File: src/rtl/apb_master_nslv_pkg.sv
// Shared types and constants for the N-slave APB3 master.
// Latency: n/a (declarations only).
// Backpressure: n/a.
package apb_master_nslv_pkg;

   // Bus-side state of the master
   typedef enum logic [1:0] {
      IDLE   = 2'd0,
      SETUP  = 2'd1,
      ACCESS = 2'd2,
      DERR   = 2'd3
   } apb_state_t;

   localparam logic [31:0] DEF_BASE_ADDR = 32'h1000_0000;
   localparam logic [31:0] DEF_SLOT_SIZE = 32'h0000_1000;

   // Width of a slot index; a single-slot bridge still carries one bit
   function automatic int slot_idx_w(input int num_slv);
      return (num_slv > 1) ? $clog2(num_slv) : 1;
   endfunction

endpackage

File: src/rtl/apb_master_nslv_if.sv
// Core-request and APB bus signal bundle for apb_master_nslv.
// Latency: n/a (wiring only).
// Backpressure: core holds off new transfers until ready pulses.
interface apb_master_nslv_if #(
   parameter int NUM_SLV = 8,
   parameter int ADDR_W  = 32,
   parameter int DATA_W  = 32
);
   // core request side
   logic                      transfer;
   logic                      write;
   logic [ADDR_W-1:0]         addr;
   logic [DATA_W-1:0]         wdata;
   logic [DATA_W-1:0]         rdata;
   logic                      ready;
   logic                      error;
   // APB side
   logic [ADDR_W-1:0]         PADDR;
   logic [DATA_W-1:0]         PWDATA;
   logic                      PWRITE;
   logic                      PENABLE;
   logic [NUM_SLV-1:0]        PSEL;
   logic [NUM_SLV*DATA_W-1:0] PRDATA;
   logic [NUM_SLV-1:0]        PREADY;

   modport master (
      input  transfer, write, addr, wdata, PRDATA, PREADY,
      output rdata, ready, error, PADDR, PWDATA, PWRITE, PENABLE, PSEL
   );

   modport slave (
      output transfer, write, addr, wdata, PRDATA, PREADY,
      input  rdata, ready, error, PADDR, PWDATA, PWRITE, PENABLE, PSEL
   );

endinterface

File: src/rtl/apb_master_nslv_addr_decoder.sv
// Address decoder: maps a request address onto a slave slot (hit, index, one-hot select).
// Latency: purely combinational.
// Backpressure: none.
module apb_master_nslv_addr_decoder
   import apb_master_nslv_pkg::*;
#(
   parameter int                NUM_SLV   = 8,
   parameter int                ADDR_W    = 32,
   parameter logic [ADDR_W-1:0] BASE_ADDR = ADDR_W'(DEF_BASE_ADDR),
   parameter logic [ADDR_W-1:0] SLOT_SIZE = ADDR_W'(DEF_SLOT_SIZE),
   localparam int               SLOT_W    = slot_idx_w(NUM_SLV)
) (
   input  logic [ADDR_W-1:0]  addr,
   output logic               hit,
   output logic [SLOT_W-1:0]  slot,
   output logic [NUM_SLV-1:0] sel
);

   localparam int SLOT_SH = $clog2(SLOT_SIZE);

   logic [ADDR_W-1:0] offset;
   logic [ADDR_W-1:0] idx;

   // Slot index is the offset from the base divided by the (power-of-two) slot size
   always_comb begin
      offset = addr - BASE_ADDR;
      idx    = offset >> SLOT_SH;
      hit    = (addr >= BASE_ADDR) && (idx < ADDR_W'(NUM_SLV));
      slot   = idx[SLOT_W-1:0];
      sel    = '0;
      if (hit) begin
         sel[slot] = 1'b1;
      end
   end

endmodule

File: src/rtl/apb_master_nslv.sv
// APB3 master bridging the core data port to NUM_SLV slaves, with decode-error and PREADY timeout.
// Latency: ready two cycles after transfer for a zero-wait slave, one cycle for a decode miss.
// Backpressure: slave PREADY stretches ACCESS up to TIMEOUT cycles; transfers outside IDLE are dropped.
module apb_master_nslv
   import apb_master_nslv_pkg::*;
#(
   parameter int                NUM_SLV   = 8,
   parameter int                ADDR_W    = 32,
   parameter int                DATA_W    = 32,
   parameter logic [ADDR_W-1:0] BASE_ADDR = ADDR_W'(DEF_BASE_ADDR),
   parameter logic [ADDR_W-1:0] SLOT_SIZE = ADDR_W'(DEF_SLOT_SIZE),
   parameter int                TIMEOUT   = 16
) (
   input logic                PCLK,
   input logic                PRESET,
   apb_master_nslv_if.master  bus
);

   localparam int SLOT_W = slot_idx_w(NUM_SLV);
   localparam int CNT_W  = $clog2(TIMEOUT + 1);

   apb_state_t         state_q, state_d;
   logic [ADDR_W-1:0]  paddr_q, paddr_d;
   logic [DATA_W-1:0]  pwdata_q, pwdata_d;
   logic               pwrite_q, pwrite_d;
   logic [SLOT_W-1:0]  slot_q, slot_d;
   logic [NUM_SLV-1:0] sel_q, sel_d;
   logic [CNT_W-1:0]   cnt_q, cnt_d;

   logic               dec_hit;
   logic [SLOT_W-1:0]  dec_slot;
   logic [NUM_SLV-1:0] dec_sel;

   logic [NUM_SLV-1:0] psel_c;
   logic               penable_c;
   logic               ready_c;
   logic               error_c;
   logic [DATA_W-1:0]  rdata_c;

   apb_master_nslv_addr_decoder #(
      .NUM_SLV   (NUM_SLV),
      .ADDR_W    (ADDR_W),
      .BASE_ADDR (BASE_ADDR),
      .SLOT_SIZE (SLOT_SIZE)
   ) u_dec (
      .addr (bus.addr),
      .hit  (dec_hit),
      .slot (dec_slot),
      .sel  (dec_sel)
   );

   // State and latched request registers; reset returns the bus to idle with no ready pulse
   always_ff @(posedge PCLK) begin
      if (!PRESET) begin
         state_q  <= IDLE;
         paddr_q  <= '0;
         pwdata_q <= '0;
         pwrite_q <= 1'b0;
         slot_q   <= '0;
         sel_q    <= '0;
         cnt_q    <= '0;
      end else begin
         state_q  <= state_d;
         paddr_q  <= paddr_d;
         pwdata_q <= pwdata_d;
         pwrite_q <= pwrite_d;
         slot_q   <= slot_d;
         sel_q    <= sel_d;
         cnt_q    <= cnt_d;
      end
   end

   // Next state, wait counter and completion/read-data mux
   always_comb begin
      state_d   = state_q;
      paddr_d   = paddr_q;
      pwdata_d  = pwdata_q;
      pwrite_d  = pwrite_q;
      slot_d    = slot_q;
      sel_d     = sel_q;
      cnt_d     = cnt_q;
      psel_c    = '0;
      penable_c = 1'b0;
      ready_c   = 1'b0;
      error_c   = 1'b0;
      rdata_c   = '0;
      case (state_q)
         IDLE: begin
            if (bus.transfer) begin
               paddr_d  = bus.addr;
               pwdata_d = bus.wdata;
               pwrite_d = bus.write;
               slot_d   = dec_slot;
               sel_d    = dec_sel;
               state_d  = dec_hit ? SETUP : DERR;
            end
         end
         SETUP: begin
            psel_c  = sel_q;
            cnt_d   = '0;
            state_d = ACCESS;
         end
         ACCESS: begin
            psel_c    = sel_q;
            penable_c = 1'b1;
            // A slave answering on the timeout cycle still completes cleanly
            if (bus.PREADY[slot_q]) begin
               ready_c = 1'b1;
               rdata_c = bus.PRDATA[slot_q*DATA_W +: DATA_W];
               state_d = IDLE;
            end else if (cnt_q == CNT_W'(TIMEOUT - 1)) begin
               ready_c = 1'b1;
               error_c = 1'b1;
               state_d = IDLE;
            end else begin
               cnt_d = cnt_q + 1'b1;
            end
         end
         DERR: begin
            ready_c = 1'b1;
            error_c = 1'b1;
            state_d = IDLE;
         end
         default: state_d = IDLE;
      endcase
   end

   assign bus.PADDR   = paddr_q;
   assign bus.PWDATA  = pwdata_q;
   assign bus.PWRITE  = pwrite_q;
   assign bus.PSEL    = psel_c;
   assign bus.PENABLE = penable_c;
   assign bus.ready   = ready_c;
   assign bus.error   = error_c;
   assign bus.rdata   = rdata_c;

endmodule

File: src/flat_wrapper.sv
// flat-port wrapper written by rule: the top's interface ports become plain ports
module apb_master_nslv_flat import apb_master_nslv_pkg::*;
#(
   parameter int                NUM_SLV   = 8,
   parameter int                ADDR_W    = 32,
   parameter int                DATA_W    = 32,
   parameter logic [ADDR_W-1:0] BASE_ADDR = ADDR_W'(DEF_BASE_ADDR),
   parameter logic [ADDR_W-1:0] SLOT_SIZE = ADDR_W'(DEF_SLOT_SIZE),
   parameter int                TIMEOUT   = 16
)
  (PCLK, PRESET, bus_transfer, bus_write, bus_addr, bus_wdata, bus_PRDATA, bus_PREADY, bus_rdata, bus_ready, bus_error, bus_PADDR, bus_PWDATA, bus_PWRITE, bus_PENABLE, bus_PSEL);
  apb_master_nslv_if #(.NUM_SLV(NUM_SLV), .ADDR_W(ADDR_W), .DATA_W(DATA_W)) bus_i ();
  input logic PCLK;
  input logic PRESET;
  input wire logic [$bits(bus_i.transfer)-1:0] bus_transfer;
  input wire logic [$bits(bus_i.write)-1:0] bus_write;
  input wire logic [$bits(bus_i.addr)-1:0] bus_addr;
  input wire logic [$bits(bus_i.wdata)-1:0] bus_wdata;
  input wire logic [$bits(bus_i.PRDATA)-1:0] bus_PRDATA;
  input wire logic [$bits(bus_i.PREADY)-1:0] bus_PREADY;
  output wire logic [$bits(bus_i.rdata)-1:0] bus_rdata;
  output wire logic [$bits(bus_i.ready)-1:0] bus_ready;
  output wire logic [$bits(bus_i.error)-1:0] bus_error;
  output wire logic [$bits(bus_i.PADDR)-1:0] bus_PADDR;
  output wire logic [$bits(bus_i.PWDATA)-1:0] bus_PWDATA;
  output wire logic [$bits(bus_i.PWRITE)-1:0] bus_PWRITE;
  output wire logic [$bits(bus_i.PENABLE)-1:0] bus_PENABLE;
  output wire logic [$bits(bus_i.PSEL)-1:0] bus_PSEL;
  assign bus_i.transfer = bus_transfer;
  assign bus_i.write = bus_write;
  assign bus_i.addr = bus_addr;
  assign bus_i.wdata = bus_wdata;
  assign bus_i.PRDATA = bus_PRDATA;
  assign bus_i.PREADY = bus_PREADY;
  assign bus_rdata = bus_i.rdata;
  assign bus_ready = bus_i.ready;
  assign bus_error = bus_i.error;
  assign bus_PADDR = bus_i.PADDR;
  assign bus_PWDATA = bus_i.PWDATA;
  assign bus_PWRITE = bus_i.PWRITE;
  assign bus_PENABLE = bus_i.PENABLE;
  assign bus_PSEL = bus_i.PSEL;
  apb_master_nslv #(.NUM_SLV(NUM_SLV), .ADDR_W(ADDR_W), .DATA_W(DATA_W), .BASE_ADDR(BASE_ADDR), .SLOT_SIZE(SLOT_SIZE), .TIMEOUT(TIMEOUT)) u_core (.PCLK(PCLK), .PRESET(PRESET), .bus(bus_i));
endmodule
File: config.mk
export PLATFORM = sky130hd
export DESIGN_NAME = apb_master_nslv_flat
export DESIGN_NICKNAME = d
export VERILOG_FILES = /design/src/rtl/apb_master_nslv_pkg.sv /design/src/rtl/apb_master_nslv_if.sv /design/src/rtl/apb_master_nslv_addr_decoder.sv /design/src/rtl/apb_master_nslv.sv /design/src/flat_wrapper.sv
export SDC_FILE = /design/constraint.sdc
export NUM_CORES = 1
export LEC_CHECK = 0
export ABC_CLOCK_PERIOD_IN_PS = 3100
export BUFFER_PORTS_ARGS = -buffer_cell sky130_fd_sc_hd__buf_4
export CORE_AREA = 2 2 172 174
export CTS_BUF_LIST = sky130_fd_sc_hd__clkbuf_16
export DETAILED_ROUTE_END_ITERATION = 6
export DIE_AREA = 0 0 174 176
export GPL_TIMING_DRIVEN = 0
export HOLD_SLACK_MARGIN = 0.08
export REMOVE_ABC_BUFFERS = 1
export SLEW_MARGIN = 20
export SYNTH_ARGS = -nofsm -noshare
export SYNTH_HDL_FRONTEND = slang
export SYNTH_SLANG_ARGS = --single-unit
File: constraint.sdc
create_clock -name PCLK -period 3.1 [get_ports PCLK]
set_input_delay 0 -clock PCLK [delete_from_list [all_inputs] [get_ports PCLK]]
set_output_delay 0 -clock PCLK [all_outputs]
set_load 0.05 [all_outputs]
==> results by stage <==
Run status:
- The flow ran to the end, and the final reports show no timing, DRC or antenna violations.

Clock tree:
- TritonCTS built the clock tree.
- The number of clock sinks seen by CTS is 80.
- The root buffer cell is clkbuf_16.
- The clock latency on the worst-skew pair is 0.33 ns.
- Clock-pin slew was measured on the worst setup and hold paths at around 0.060 ns.
- The total CTS buffers is 9.
- In this run the number of H-tree levels came out at 3.
- The clock passes through at most 2 buffers.

Routing:
- The routed length per placed instance is roughly 19 um.
- The sum of met3 wire segment lengths after detailed routing is roughly 2400 um.
- The detailed-route vias per instance is roughly 4.4.
- After detailed routing, no signal wire sits above met4.
- The final routed DRC violation total is 0.
- The final layout contains routed wiring with a total length of ~27000 um.
- The first detailed-routing pass ran for 4 iterations.
- Once detail routing completed, the nets flagged for antenna violations numbered 0.
- The initial detailed-routing violation count is approximately 310.
- Across all layers, the routed design uses 6318 vias.
- Wire segments on met2 add up to between 10000 and 15000 um in the final route.
- The routed length on met1 is roughly 9900 um.

STA:
- The count of final max-slew check failures was 0.
- The worst hold slack is 0.156 ns.
- The slew of the pin with the lowest slew margin is between 0.7 and 0.8 ns.
- The post-route clock skew is around 0.0079 ns.
- The worst pin sits at a relative slew slack of 0.501.
- Setup violations remaining at the end of the flow were counted as 0.
- The share of the cycle needed by the critical path after routing is 0.910.
- Setup repair after global routing left no endpoint under its margin.
- The final-report hold violation count was 0.
- Setup total negative slack on the finished layout was measured at 0 ns.
- The highest attainable clock frequency is about 350 MHz.
- The post-layout minimum cycle time is around 2.8 ns.

Worst setup path:
- The slowest cell on the critical path is dfxtp_4.
- The critical path data required time is slightly above 3 ns.
- The maximum fanout encountered on the critical timing path is 46.
- The startpoint type of the worst setup path is a flip-flop.
- In this run the critical register-to-register path is captured at u_core.cnt_q[1].
- The type of the setup path with the least slack is reg2out.
- The worst register-to-register path has a setup slack of roughly 0.96 ns.
- In this run the critical register-to-register path is launched from u_core.bus.PADDR[14].
- The arrival time at the worst endpoint is around 2.8 ns.
- The critical path goes through buf_16, nor2b_1, a22oi_1, and2_1, nand2_2, nor2_1, buf_4.
- The maximum cell stage delay along the critical path is between 0.6 and 0.7 ns.
- The number of cells traversed by the worst register-to-register path is 5.
- STA classifies the critical path endpoint as an output port.

Synthesis:
- The area share of the leading cell type in the synthesized netlist is 0.307.
- Synthesis produced between 500 and 600 cells.
- Of the total synthesized cell area, the portion taken by full adders, half adders and majority gates is 0.0168.
- The count of flip-flops with a built-in enable after synthesis is 0.
- The sequential-to-total area share from yosys stat is 0.307.
- The netlist area before placement is ~0.0052 mm2.
- The synthesized netlist contains 40 unique library cells.
- Summed over all instances, the cell type with the most area after synthesis is dfxtp_1.
- In the synthesized netlist, the cells that appear most often are 153 x nand2_1, 80 x dfxtp_1, 76 x a21oi_1.
- The most frequent cell after synthesis is nand2_1.
- The combinational family with the most area after synthesis is multiplexers.
- The total of flip-flops plus latches after synthesis is 80.
- The prevailing post-synth register cell is dfxtp_1.
- The portion of synthesized area spent on multiplexers is 0.352.
- The post-synthesis compound-gate area fraction is 0.0905.
- By area the synthesized netlist is led by dfxtp_1 31%, mux4_2 28%, nand2_1 11%, a21oi_1 7.3%, mux2i_1 7.1%.
- The area fraction in and, or, nand and nor cells after synthesis is 0.193.
- For this run, asynchronously set or reset flops after synthesis account for 0.
- The Yosys step of the flow raised 0 warnings.
- Each instance of the synthesized netlist takes up on average about 9.3 um2.
- The post-synthesis xor/xnor area fraction is 0.

Floorplan:
- The die covers a little over 0.03 mm2.
- The initial cell density of the core is 0.183.
- The height of the die is between 150 and 200 um.
- The placeable core area is between 0.02 and 0.03 mm2.
- The floorplan has 62 rows.
- The horizontal die dimension is ~170 um.
- For this design the top-level I/O count stands at between 400 and 500.

Final layout:
- After routing the design area is ~0.01 mm2.
- The final core utilization is 0.347.
- The number of non-filler instances in the completed layout is around 1.4k.
- Compared with the post-synthesis result, the final layout area differs by 90.1%.
- The final net count is about 1.4k.
- In the final layout, the share of cells above drive strength 1 is 0.512.

GRT:
- The number of global-route vias before repair is 6414.
- The wire length of the first global-routing pass is slightly below 40000 um.
- The number of antenna violations at the first check in global routing is 6.
- After global routing the overflow that remains totals 0.
- Entering global routing, the biggest net connects between 70 and 80 pins.
- Across every metal layer, demand over resource in global routing totals 0.167.

Hold path:
- For hold timing, the worst endpoint is u_core.state_q[1].
- The path class of the tightest hold or removal check is in2reg.
- Along the worst hold path, the cell count comes to 4.
- The startpoint identified for the worst hold timing path is bus_transfer.

Pwr:
- Summed over all cells, the static leakage comes to 4.25 nW.
- The worst vdd rail ir drop is between 0.2 and 0.3 mV.
- The power density over cell area is between 500 and 600 mW/mm2.

Placement:
- The number of buffers added on ports is 439.
- The congestion estimate from routability-driven global placement came to 0.850.
- The placed wire-length estimate is ~21000 um.
- The post-place instance area is 0.00892 mm2.
- The number of placed instances, taps included, is 1341.

Job:
- The max capacitance violation total is 0.
## where the power goes
group	internal (mW)	switching (mW)	total, mW
clock network	0.627	0.427	1.05
logic	1.26	1.86	3.12
registers	1.20	0.190	1.39
total	3.08	2.48	5.56
## per-layer routing
layer / track usage / up-vias
li1: - / 2966
met1: 0.183 / 3038
met2: 0.306 / 290
met3: 0.0523 / 24
met4: 0.0574 / 0
met5: 0 / -
## how the worst max path moves through the flow
stage,depth (start not counted),startpoint,slack [ns],to
final,7,u_core.bus.PADDR[13],0.28,bus_rdata[27]
after global routing,7,u_core.bus.PADDR[13],0.04,bus_rdata[31]
after CTS,6,u_core.bus.PADDR[12],0.12,bus_rdata[10]
after detailed placement,6,u_core.bus.PADDR[12],0.50,bus_rdata[10]
after global placement,6,u_core.bus.PADDR[12],-3.04,bus_rdata[10]
after floorplan,5,u_core.bus.PADDR[12],-2.14,bus_rdata[0]
## logic make-up (layout without fill, tap and decap cells)
family / Yosys count / count (layout)
buffers and inverters: 54 / 531
and+or+nand+nor: 230 / 230
muxes: 103 / 103
AOI/OAI and AO/OA: 88 / 88
adders and majority gates: 7 / 7
DFF: 80 / 80
other: 0 / 6
## metrics by stage
| step | power [mW] | setup WS (ns) |
|---|---|---|
| after CTS | 5.60 | 0.125 |
| after global routing | 5.85 | 0.0435 |
| after global placement | 4.46 | -3.04 |
| after detailed placement | 4.45 | 0.496 |
| after floorplan | 3.33 | -2.14 |
| final | 5.56 | 0.280 |
## state kept, by name, indices dropped and copies added (netlist names)
register	count
u_core.bus.PADDR	32
u_core.bus.PWDATA	32
u_core.sel_q	8
u_core.cnt_q	5
u_core.state_q	2
u_core.bus.PWRITE	1
## critical path: cells and delay by family, from the launching register on
| family | cells | cell delay (ns) |
|---|---|---|
| simple gates | 4 | 1.03 |
| flops | 1 | 0.61 |
| buf+inv | 2 | 0.51 |
| compound gates | 1 | 0.30 |
## cell usage in the layout (no fill, tap or decap), drive strengths merged, types with 2 or more instances in the layout
cell	count
mux2	2
ha	7
nor2	37
nand2b	4
dlygate4sd3	66
clkbuf	11
mux4	64
mux2i	37
nor3b	2
a31oi	3
and2	10
or3	2
diode	6
inv	6
nor2b	3
clkinv	4
or4	5
buf	444
nand3	3
a21oi	77
dfxtp	80
nand2	153
nand4	4
## area by class of cell
cell class | instances | area, um2
Antenna cell | 6 | 15.0
Clock buffer | 11 | 275
Clock inverter | 4 | 16.3
Fill cell | 2916 | 18600
Inverter | 6 | 27.5
Multi-Input combinational cell | 428 | 3410
Sequential cell | 80 | 1610
Tap cell | 384 | 480
Timing Repair Buffer | 510 | 4070
## what timing repair did
item,in CTS,in global routing
hold endpoints to repair,75,0
setup buffers,0,1
hold buffers,66,0
resized for setup,0,0
endpoints found under the setup margin,0,6
Note: power is estimated with default switching activity, not from simulation.
